===== src/rtl/mem_access_unit.sv =====
// Load/store/fetch-and-add sequencer in front of a 32x8 data memory.
// Optional MEM_BOUNDS_CHECK_EN rejects out-of-range addresses with rsp_err instead of touching memory.
module mem_access_unit #(
  parameter int unsigned DEPTH = 32
) (
  input  logic       clk,
  input  logic       reset,
  input  logic       req_valid,
  output logic       req_ready,
  input  logic [1:0] req_op,
  input  logic [7:0] req_addr,
  input  logic [7:0] req_wdata,
  output logic       rsp_valid,
  input  logic       rsp_ready,
  output logic [7:0] rsp_data,
  output logic       rsp_err,
  output logic [7:0] mem_addr,
  output logic [7:0] mem_wdata,
  output logic       mem_write,
  output logic       mem_read,
  input  logic [7:0] mem_rdata
);

  localparam logic [1:0] IDLE  = 2'd0;
  localparam logic [1:0] READ  = 2'd1;
  localparam logic [1:0] WRITE = 2'd2;
  localparam logic [1:0] RESP  = 2'd3;

  localparam logic [1:0] OP_LOAD  = 2'b00;
  localparam logic [1:0] OP_STORE = 2'b01;
  localparam logic [1:0] OP_FADD  = 2'b10;

  // An 8-bit address can never reach DEPTH outside this range.
  if (DEPTH == 0 || DEPTH > 256) begin : g_depth_guard
    $error("mem_access_unit: DEPTH must be in 1..256");
  end

  logic [1:0] state_reg, state_next;
  logic [1:0] op_reg;
  logic [7:0] addr_reg;
  logic [7:0] wdata_reg;
  logic [7:0] rdata_reg;
  logic [1:0] op_norm;
  logic [7:0] fadd_sum;
  logic       out_of_range;

  // The reserved encoding behaves exactly like a load.
  assign op_norm  = (req_op == 2'b11) ? OP_LOAD : req_op;
  assign fadd_sum = rdata_reg + wdata_reg;

`ifdef MEM_BOUNDS_CHECK_EN
  logic err_reg;

  assign out_of_range = ({24'd0, req_addr} >= DEPTH);
  assign rsp_err      = err_reg;

  always_ff @(posedge clk) begin
    if (reset) begin
      err_reg <= 1'b0;
    end else if (state_reg == IDLE && req_valid) begin
      err_reg <= out_of_range;
    end
  end
`else
  assign out_of_range = 1'b0;
  assign rsp_err      = 1'b0;
`endif

  always_comb begin
    state_next = state_reg;
    case (state_reg)
      IDLE: begin
        if (req_valid) begin
          if (out_of_range)              state_next = RESP;
          else if (op_norm == OP_STORE)  state_next = WRITE;
          else                           state_next = READ;
        end
      end
      READ:    state_next = (op_reg == OP_FADD) ? WRITE : RESP;
      WRITE:   state_next = RESP;
      RESP:    if (rsp_ready) state_next = IDLE;
      default: state_next = IDLE;
    endcase
  end

  always_ff @(posedge clk) begin
    if (reset) begin
      state_reg <= IDLE;
      op_reg    <= OP_LOAD;
      addr_reg  <= 8'h00;
      wdata_reg <= 8'h00;
      rdata_reg <= 8'h00;
    end else begin
      state_reg <= state_next;
      if (state_reg == IDLE && req_valid) begin
        op_reg    <= op_norm;
        addr_reg  <= req_addr;
        wdata_reg <= req_wdata;
        rdata_reg <= 8'h00;
      end
      // Memory data is only trusted while the read strobe is up.
      if (state_reg == READ) begin
        rdata_reg <= mem_rdata;
      end
    end
  end

  assign req_ready = (state_reg == IDLE);
  assign rsp_valid = (state_reg == RESP);
  assign rsp_data  = rdata_reg;

  // Reset kills the strobes immediately so an interrupted cycle never commits.
  assign mem_read  = (state_reg == READ)  && !reset;
  assign mem_write = (state_reg == WRITE) && !reset;

  assign mem_addr  = (state_reg == IDLE) ? 8'h00 : addr_reg;

  always_comb begin
    mem_wdata = 8'h00;
    if (state_reg != IDLE) begin
      if (op_reg == OP_FADD && state_reg != READ) mem_wdata = fadd_sum;
      else                                        mem_wdata = wdata_reg;
    end
  end

endmodule


===== config.mk =====
export PLATFORM = sky130hd
export DESIGN_NAME = mem_access_unit
export DESIGN_NICKNAME = d
export VERILOG_FILES = /design/src/rtl/mem_access_unit.sv
export SDC_FILE = /design/constraint.sdc
export NUM_CORES = 1
export LEC_CHECK = 0
export ABC_AREA = 1
export CAP_MARGIN = 20
export CORE_UTILIZATION = 40
export CTS_CLUSTER_DIAMETER = 50
export DETAILED_ROUTE_END_ITERATION = 7
export DONT_BUFFER_PORTS = 1
export GPL_TIMING_DRIVEN = 0
export PLACE_DENSITY = 0.59
export SETUP_SLACK_MARGIN = 0.15
export SYNTH_ARGS = -nofsm -noshare
export SYNTH_HDL_FRONTEND = slang
export SYNTH_SLANG_ARGS = --single-unit

===== constraint.sdc =====
create_clock -name clk -period 1.71 [get_ports clk]
set_clock_uncertainty 0.05 [all_clocks]
set_input_delay 0.342 -clock clk [delete_from_list [all_inputs] [get_ports clk]]
set_output_delay 0.342 -clock clk [all_outputs]
set_load 0.005 [all_outputs]

==> impl_metrics.prom <==
# TYPE chip_impl_metric gauge
chip_impl_info{name="outcome",value="complete, but fails checks"} 1
chip_impl_info{name="violations_in_the_final_reports",value="negative setup slack"} 1
chip_impl_info{name="path_class",value="register to output port"} 1
chip_impl_metric{name="floorplan.initialDensity",unit="%"} 42.5
chip_impl_info{name="setup_repair_after_global_routing_missed_its_margin",value="true"} 1
chip_impl_info{name="cts-root-buf",value="sky130_fd_sc_hd__clkbuf_8"} 1
chip_impl_metric{name="syn_inst",unit=""} 223
chip_impl_metric{name="wire_per_inst",unit="um"} 15.3
chip_impl_metric{name="finalSetupViolations",unit=""} 8
chip_impl_metric{name="min_period_over_period",unit="%"} 124
chip_impl_metric{name="antenna_found_initial",unit=""} 0
chip_impl_info{name="postSynth.topFlopCell",value="sky130_fd_sc_hd__dfxtp_1"} 1
chip_impl_metric{name="synth_edf_count",unit=""} 0
chip_impl_metric{name="synthesis.yosys.warnings",unit=""} 0
chip_impl_metric{name="routabilityCongestion",unit=""} 0.820
chip_impl_info{name="worstHoldPathType",value="input port to register"} 1
chip_impl_metric{name="grt_pass1_wl",unit="mm"} 6.78
chip_impl_metric{name="total_grt_overflow",unit=""} 0
chip_impl_metric{name="h-tree-depth",unit=""} 1
chip_impl_metric{name="fp.coreArea",unit="um^2"} 3740
chip_impl_metric{name="detail-route-antenna-nets",unit=""} 0
chip_impl_metric{name="worstPathArrival",unit="ns"} 1.72
chip_impl_metric{name="routed_wl",unit="mm"} 4.49
chip_impl_metric{name="die-height",unit="um"} 65.1
chip_impl_metric{name="vdd_drop_max",unit="uV"} 1280
chip_impl_metric{name="worst_skew_pair.late_latency",unit="ns"} 0.27
chip_impl_metric{name="via_count",unit=""} 1499
chip_impl_metric{name="num_antenna_cells",unit=""} 0
chip_impl_metric{name="clock-sinks",unit=""} 28
chip_impl_metric{name="detailedRoute.firstIterationViolations",unit=""} 73
chip_impl_metric{name="portBuffers",unit=""} 0
chip_impl_metric{name="grt_pass1_vias",unit=""} 1399
chip_impl_metric{name="timing.fmax",unit="GHz"} 0.474
chip_impl_metric{name="design.die.area",unit="um^2"} 4230
chip_impl_info{name="critPathLaunchType",value="register"} 1
chip_impl_metric{name="post-route-worst-setup-slack",unit="ns"} -0.402
chip_impl_metric{name="overall_power_after_layout",unit="mW"} 3.97
chip_impl_metric{name="dp_slack",unit="ns"} -0.119
chip_impl_metric{name="track_usage",unit="%"} 21.3
chip_impl_metric{name="cts_made_buffers",unit=""} 3
chip_impl_metric{name="slew_violations",unit=""} 0
chip_impl_metric{name="io-pin-count",unit=""} 59
chip_impl_metric{name="core.rowCount",unit=""} 22
chip_impl_metric{name="maxCapViolations",unit=""} 0
chip_impl_metric{name="syn_nets",unit=""} 265
chip_impl_metric{name="final_nets",unit=""} 288
chip_impl_metric{name="p_per_area",unit="nW/um^2"} 1780
chip_impl_metric{name="cts.reportedPaths.clkPinSlew",unit="ns"} 0.10
chip_impl_metric{name="grt_start_max_net_pins",unit=""} 17
chip_impl_metric{name="post_synthesis_to_final_layout_area_growth",unit="%"} 40.4
chip_impl_info{name="final_common_cell",value="sky130_fd_sc_hd__inv_1"} 1
chip_impl_info{name="end_kind",value="output port"} 1
chip_impl_metric{name="wp_data_required",unit="ns"} 1.32
chip_impl_metric{name="yosys.cell_types.count",unit=""} 27
chip_impl_info{name="tritoncts",value="built"} 1
chip_impl_metric{name="syn_avg_cell_area",unit="um^2"} 7.13
chip_impl_metric{name="final.min_clock_period",unit="ns"} 2.11
chip_impl_metric{name="cts-root-to-sink-buffers",unit=""} 2
chip_impl_metric{name="place_hpwl",unit="mm"} 2.82
chip_impl_metric{name="async_flop_share",unit="%"} 0
chip_impl_metric{name="die_width",unit="um"} 65.1
chip_impl_metric{name="leakagePower",unit="nW"} 0.940
chip_impl_metric{name="critical_path_peak_fanout",unit=""} 2
chip_impl_metric{name="drtPass1Iterations",unit=""} 4
chip_impl_metric{name="ctsHoldBuffers",unit=""} 0
chip_impl_metric{name="synth-seq-area-share",unit="%"} 35.2
chip_impl_info{name="final_cell_mix",value="27 x sky130_fd_sc_hd__inv_1, 23 x sky130_fd_sc_hd__nand2_1, 21 x sky130_fd_sc_hd__nor2_1, 21 x sky130_fd_sc_hd__o21ai_0, 16 x sky130_fd_sc_hd__a21oi_1"} 1
chip_impl_metric{name="timing.final.hold_violations",unit=""} 0
chip_impl_metric{name="layout_cells_sized_above_1",unit="%"} 36.3
chip_impl_metric{name="post_synth_instance_area",unit="um^2"} 1590
chip_impl_metric{name="yosys_register_bits",unit=""} 28
chip_impl_metric{name="vias_per_cell",unit=""} 5.12
chip_impl_metric{name="post-route-drc-count",unit=""} 0
through the flow:
stage	cells	cell area [um^2]	setup TNS (ns)	hold WS, ns	utilization (%)
2_1_floorplan	223	1660	-0.0309	0.361	-
3_3_place_gp	271	1720	-0.561	0.365	45.8
3_5_place_dp	271	1720	-0.418	0.368	45.8
4_1_cts	283	2030	-1.90	0.0556	54.3
5_1_grt	293	2230	-2.61	0.0363	59.7
6_report	293	2230	-1.81	0.0623	59.7
final timing paths:
path / startpoint / cells past startpoint / slack [ns] / end
max: wdata_reg[0] / 11 / -0.40 / mem_wdata[4]
min: reset / 1 / 0.06 / state_reg[1]
max reg2reg: state_reg[1] / 8 / 0.15 / rsp_data[0]
min reg2reg: op_reg[1] / 2 / 0.45 / op_reg[1]
worst max-delay path, stage by stage, from the launching register on:
cell                      delay [ns]
sky130_fd_sc_hd__dfxtp_2        0.38
sky130_fd_sc_hd__ha_4           0.14
sky130_fd_sc_hd__inv_2          0.03
sky130_fd_sc_hd__fa_2           0.33
sky130_fd_sc_hd__inv_2          0.07
sky130_fd_sc_hd__nand2_2        0.05
sky130_fd_sc_hd__nand2_2        0.06
sky130_fd_sc_hd__and2_4         0.13
sky130_fd_sc_hd__or2_0          0.09
sky130_fd_sc_hd__nand3_1        0.06
sky130_fd_sc_hd__nand2_1        0.06
sky130_fd_sc_hd__inv_1          0.04
routing by layer:
layer  up-vias  routed length, um  GRT usage (%)  share of wire, %
li1        771                  -              -                 -
met1       688               1970           26.0                44
met2        38               2290           37.4                51
met3         2                203           5.81               4.5
met4         0                 22           4.08              0.49
met5         -                  0              0                 0
layout make-up:
cell class	instances	area, um^2
plain buffers	8	67.6
clock buffers	3	41.3
clock inverters	1	30.0
fillers	380	1510
inverters	36	160
multi-input cells	152	1110
flip-flops and latches	28	597
well taps	48	60.1
repair buffers	17	170
kinds of logic (layout without fill, tap and decap cells):
| logic type | after synthesis | in the layout | synth area share, % |
|---|---|---|---|
| AO/OA/AOI/OAI | 55 | 55 | 20.7 |
| adder cells (fa/ha/maj) | 12 | 12 | 9.91 |
| flip-flops | 28 | 28 | 35.2 |
| other | 1 | 1 | 0.236 |
| buffers and inverters | 44 | 65 | 11.0 |
| XOR/XNOR | 1 | 1 | 0.551 |
| AND/OR/NAND/NOR | 82 | 83 | 22.3 |
power breakdown:
part	switching (mW)	total [mW]	internal (mW)
sequential	0.188	1.08	0.893
clock	0.216	0.529	0.314
combinational	1.28	2.36	1.09
synth_stat cells (2+ instances only):
library cell	count	area [um^2]
sky130_fd_sc_hd__a21oi_1	19	95.1
sky130_fd_sc_hd__a32o_1	8	80.1
sky130_fd_sc_hd__buf_2	2	10.0
sky130_fd_sc_hd__buf_4	2	15.0
sky130_fd_sc_hd__clkbuf_1	3	11.3
sky130_fd_sc_hd__dfxtp_1	28	561
sky130_fd_sc_hd__ha_1	11	138
sky130_fd_sc_hd__inv_1	33	124
sky130_fd_sc_hd__inv_2	3	11.3
sky130_fd_sc_hd__nand2_1	32	120
sky130_fd_sc_hd__nand3_1	9	45.0
sky130_fd_sc_hd__nand3b_1	3	22.5
sky130_fd_sc_hd__nor2_1	31	116
sky130_fd_sc_hd__o21a_1	4	30.0
sky130_fd_sc_hd__o21ai_0	22	110
sky130_fd_sc_hd__or2_2	2	12.5
repair_timing:
item / CTS / global route
setup buffers: 6 / 8
endpoints found under the hold margin: 0 / 0
gates cloned: 2 / 2
setup endpoints to repair: 26 / 25
gates resized for setup: 55 / 31
pin swaps: 8 / 20
No activity file was read; power rests on OpenSTA's default activity.
==> RTL edit (config.mk and constraints unchanged) <==
Add a define of `MEM_BOUNDS_CHECK_EN`.
--- a/src/rtl/mem_access_unit.sv
+++ b/src/rtl/mem_access_unit.sv
@@ -2,2 +2,4 @@
 // Optional MEM_BOUNDS_CHECK_EN rejects out-of-range addresses with rsp_err instead of touching memory.
+`define MEM_BOUNDS_CHECK_EN
+
 module mem_access_unit #(
Behaviour: not the same (Yosys sat finds a counterexample within 4 cycles, from zero or initial values and one cycle with reset high).
==> RTL edit against the original RTL <==
- routed wire length increased by 0.91%
- sequential cell count rose by 1
- largest cell class unchanged
- synthesized area rose by 2.4%
- power fell by 5.7%
- critical path type unchanged
- first-iteration DRC count increased by 79%
- largest power group unchanged
- final area is 0.90% higher
- setup slack improved by 0.0029 ns
- the run still ends with negative setup slack left
- sequential power about the same
- critical endpoint unchanged
==> RTL edit: results (changes against the original RTL) <==
outcome:
  outcome: "finished, violations left"
  violations: "negative setup slack"
finish:
  final_nets: 289  # +0.35%
  fillers: 350  # -7.9%
cts:
  h-tree-depth: 2  # +1
  cts_buffers: 5  # +2
synthesis:
  synth_commonest_cells: "33 x inv_1, 31 x nor2_1, 29 x dfxtp_1, 29 x nand2_1, 23 x o21ai_0"
  syn_inst: 224  # +0.45%
  synthTopCellsByArea: "dfxtp_1 36%, ha_1 8.4%, inv_1 7.6%, nor2_1 7.1%, o21ai_0 7.1%"
  ys_seq_area_share_pct: 35.6  # +0.39 points
  ys_types: 30  # +11%
  synth_compound_area_share_pct: 21.5  # +0.81 points
timing:
  layout_setup_ws_ns: -0.399  # +0.00286 ns
  finalSetupViolations: 8  # unchanged
drt:
  drt-met1-wl_um: 1950  # -1.4%
  wl_per_cell_um: 15.3  # -0.11%
  drt_iter0_drc: 131  # +79%
  viasPerCell: 5.30  # +3.6%
  wl_met2_um: 2180  # -5.1%
global_route:
  met2_usage_pct: 37.0  # -0.38 points
  grt_pass1_vias: 1513  # +8.1%
  track_usage_pct: 22.3  # +0.97 points
  met1_usage_pct: 26.2  # +0.23 points
  grt_first_pass_wirelength_um: 7130  # +5.2%
  met3_usage_pct: 7.93  # +2.1 points
  grt_start_max_net_pins: 12  # -5
setup_path:
  crit_slowest_cell: "dfxtp_4"
  crit_fanout: 3  # +1
  r2r_cells: 7  # -1
  r2r-start: "state_reg[0]"
power_and_ir_drop:
  p_int_mw: 2.14  # -6.7%
  comb_cell_power_mw: 2.08  # -12%
  ir_drop_uv: 1030  # -19%
placement:
  placed_cells: 272  # +0.37%
==> RTL edit: cell count changes in the layout (fill, tap and decap cells not counted), sizes merged, moves of 2 or more <==
cell	before	now
buf	22	18
clkbuf	6	10
clkinv	2	0
clkinvlp	0	3
nand2	32	29
o21ai	22	24
==> RTL edit: layout make-up <==
| cell class | instances | area [µm²] | share of cell area, % |
|---|---|---|---|
| multi-input cells | 153 | 1120 | 49.9 |
| flip-flops and latches | 29 | 617 | 27.4 |
| inverters | 35 | 149 | 6.61 |
| repair buffers | 15 | 135 | 6.00 |
| plain buffers | 8 | 76.3 | 3.39 |
| clock buffers | 5 | 68.8 | 3.05 |
| well taps | 48 | 60.1 | 2.67 |
| clock inverters | 3 | 22.5 | 0.999 |
==> RTL edit: kinds of logic after synthesis <==
kind of cell / count (synthesis)
xor+xnor: 1
simple gates: 80
flops: 29
buf+inv: 43
compound gates: 59
fa+ha+maj: 12
==> RTL edit: how the worst min path moves through the flow <==
stage | end | cells after the start | from | slack (ns)
after detailed placement | op_reg[0] | 1 | reset | 0.36
after floorplan | op_reg[0] | 1 | reset | 0.36
after CTS | op_reg[0] | 1 | reset | 0.06
after global routing | op_reg[0] | 1 | reset | 0.07
final | op_reg[0] | 1 | reset | 0.07
after global placement | op_reg[0] | 1 | reset | 0.36
==> RTL edit: through the flow <==
step	hold slack, ns	setup WS [ns]	total power, mW
global placement	0.363	-0.107	2.33
global route	0.0652	-0.553	4.01
finish	0.0703	-0.399	3.75
detailed placement	0.364	-0.116	2.34
CTS	0.0610	-0.412	3.54
floorplan	0.361	-0.0309	2.03
==> RTL edit: what timing repair did <==
action,CTS,global route
setup buffers,8,5
setup endpoints to repair,39,33
cloned,2,1
resized for setup,61,22
pin swaps,24,10
hold endpoints to repair,0,0
hold buffers,0,0
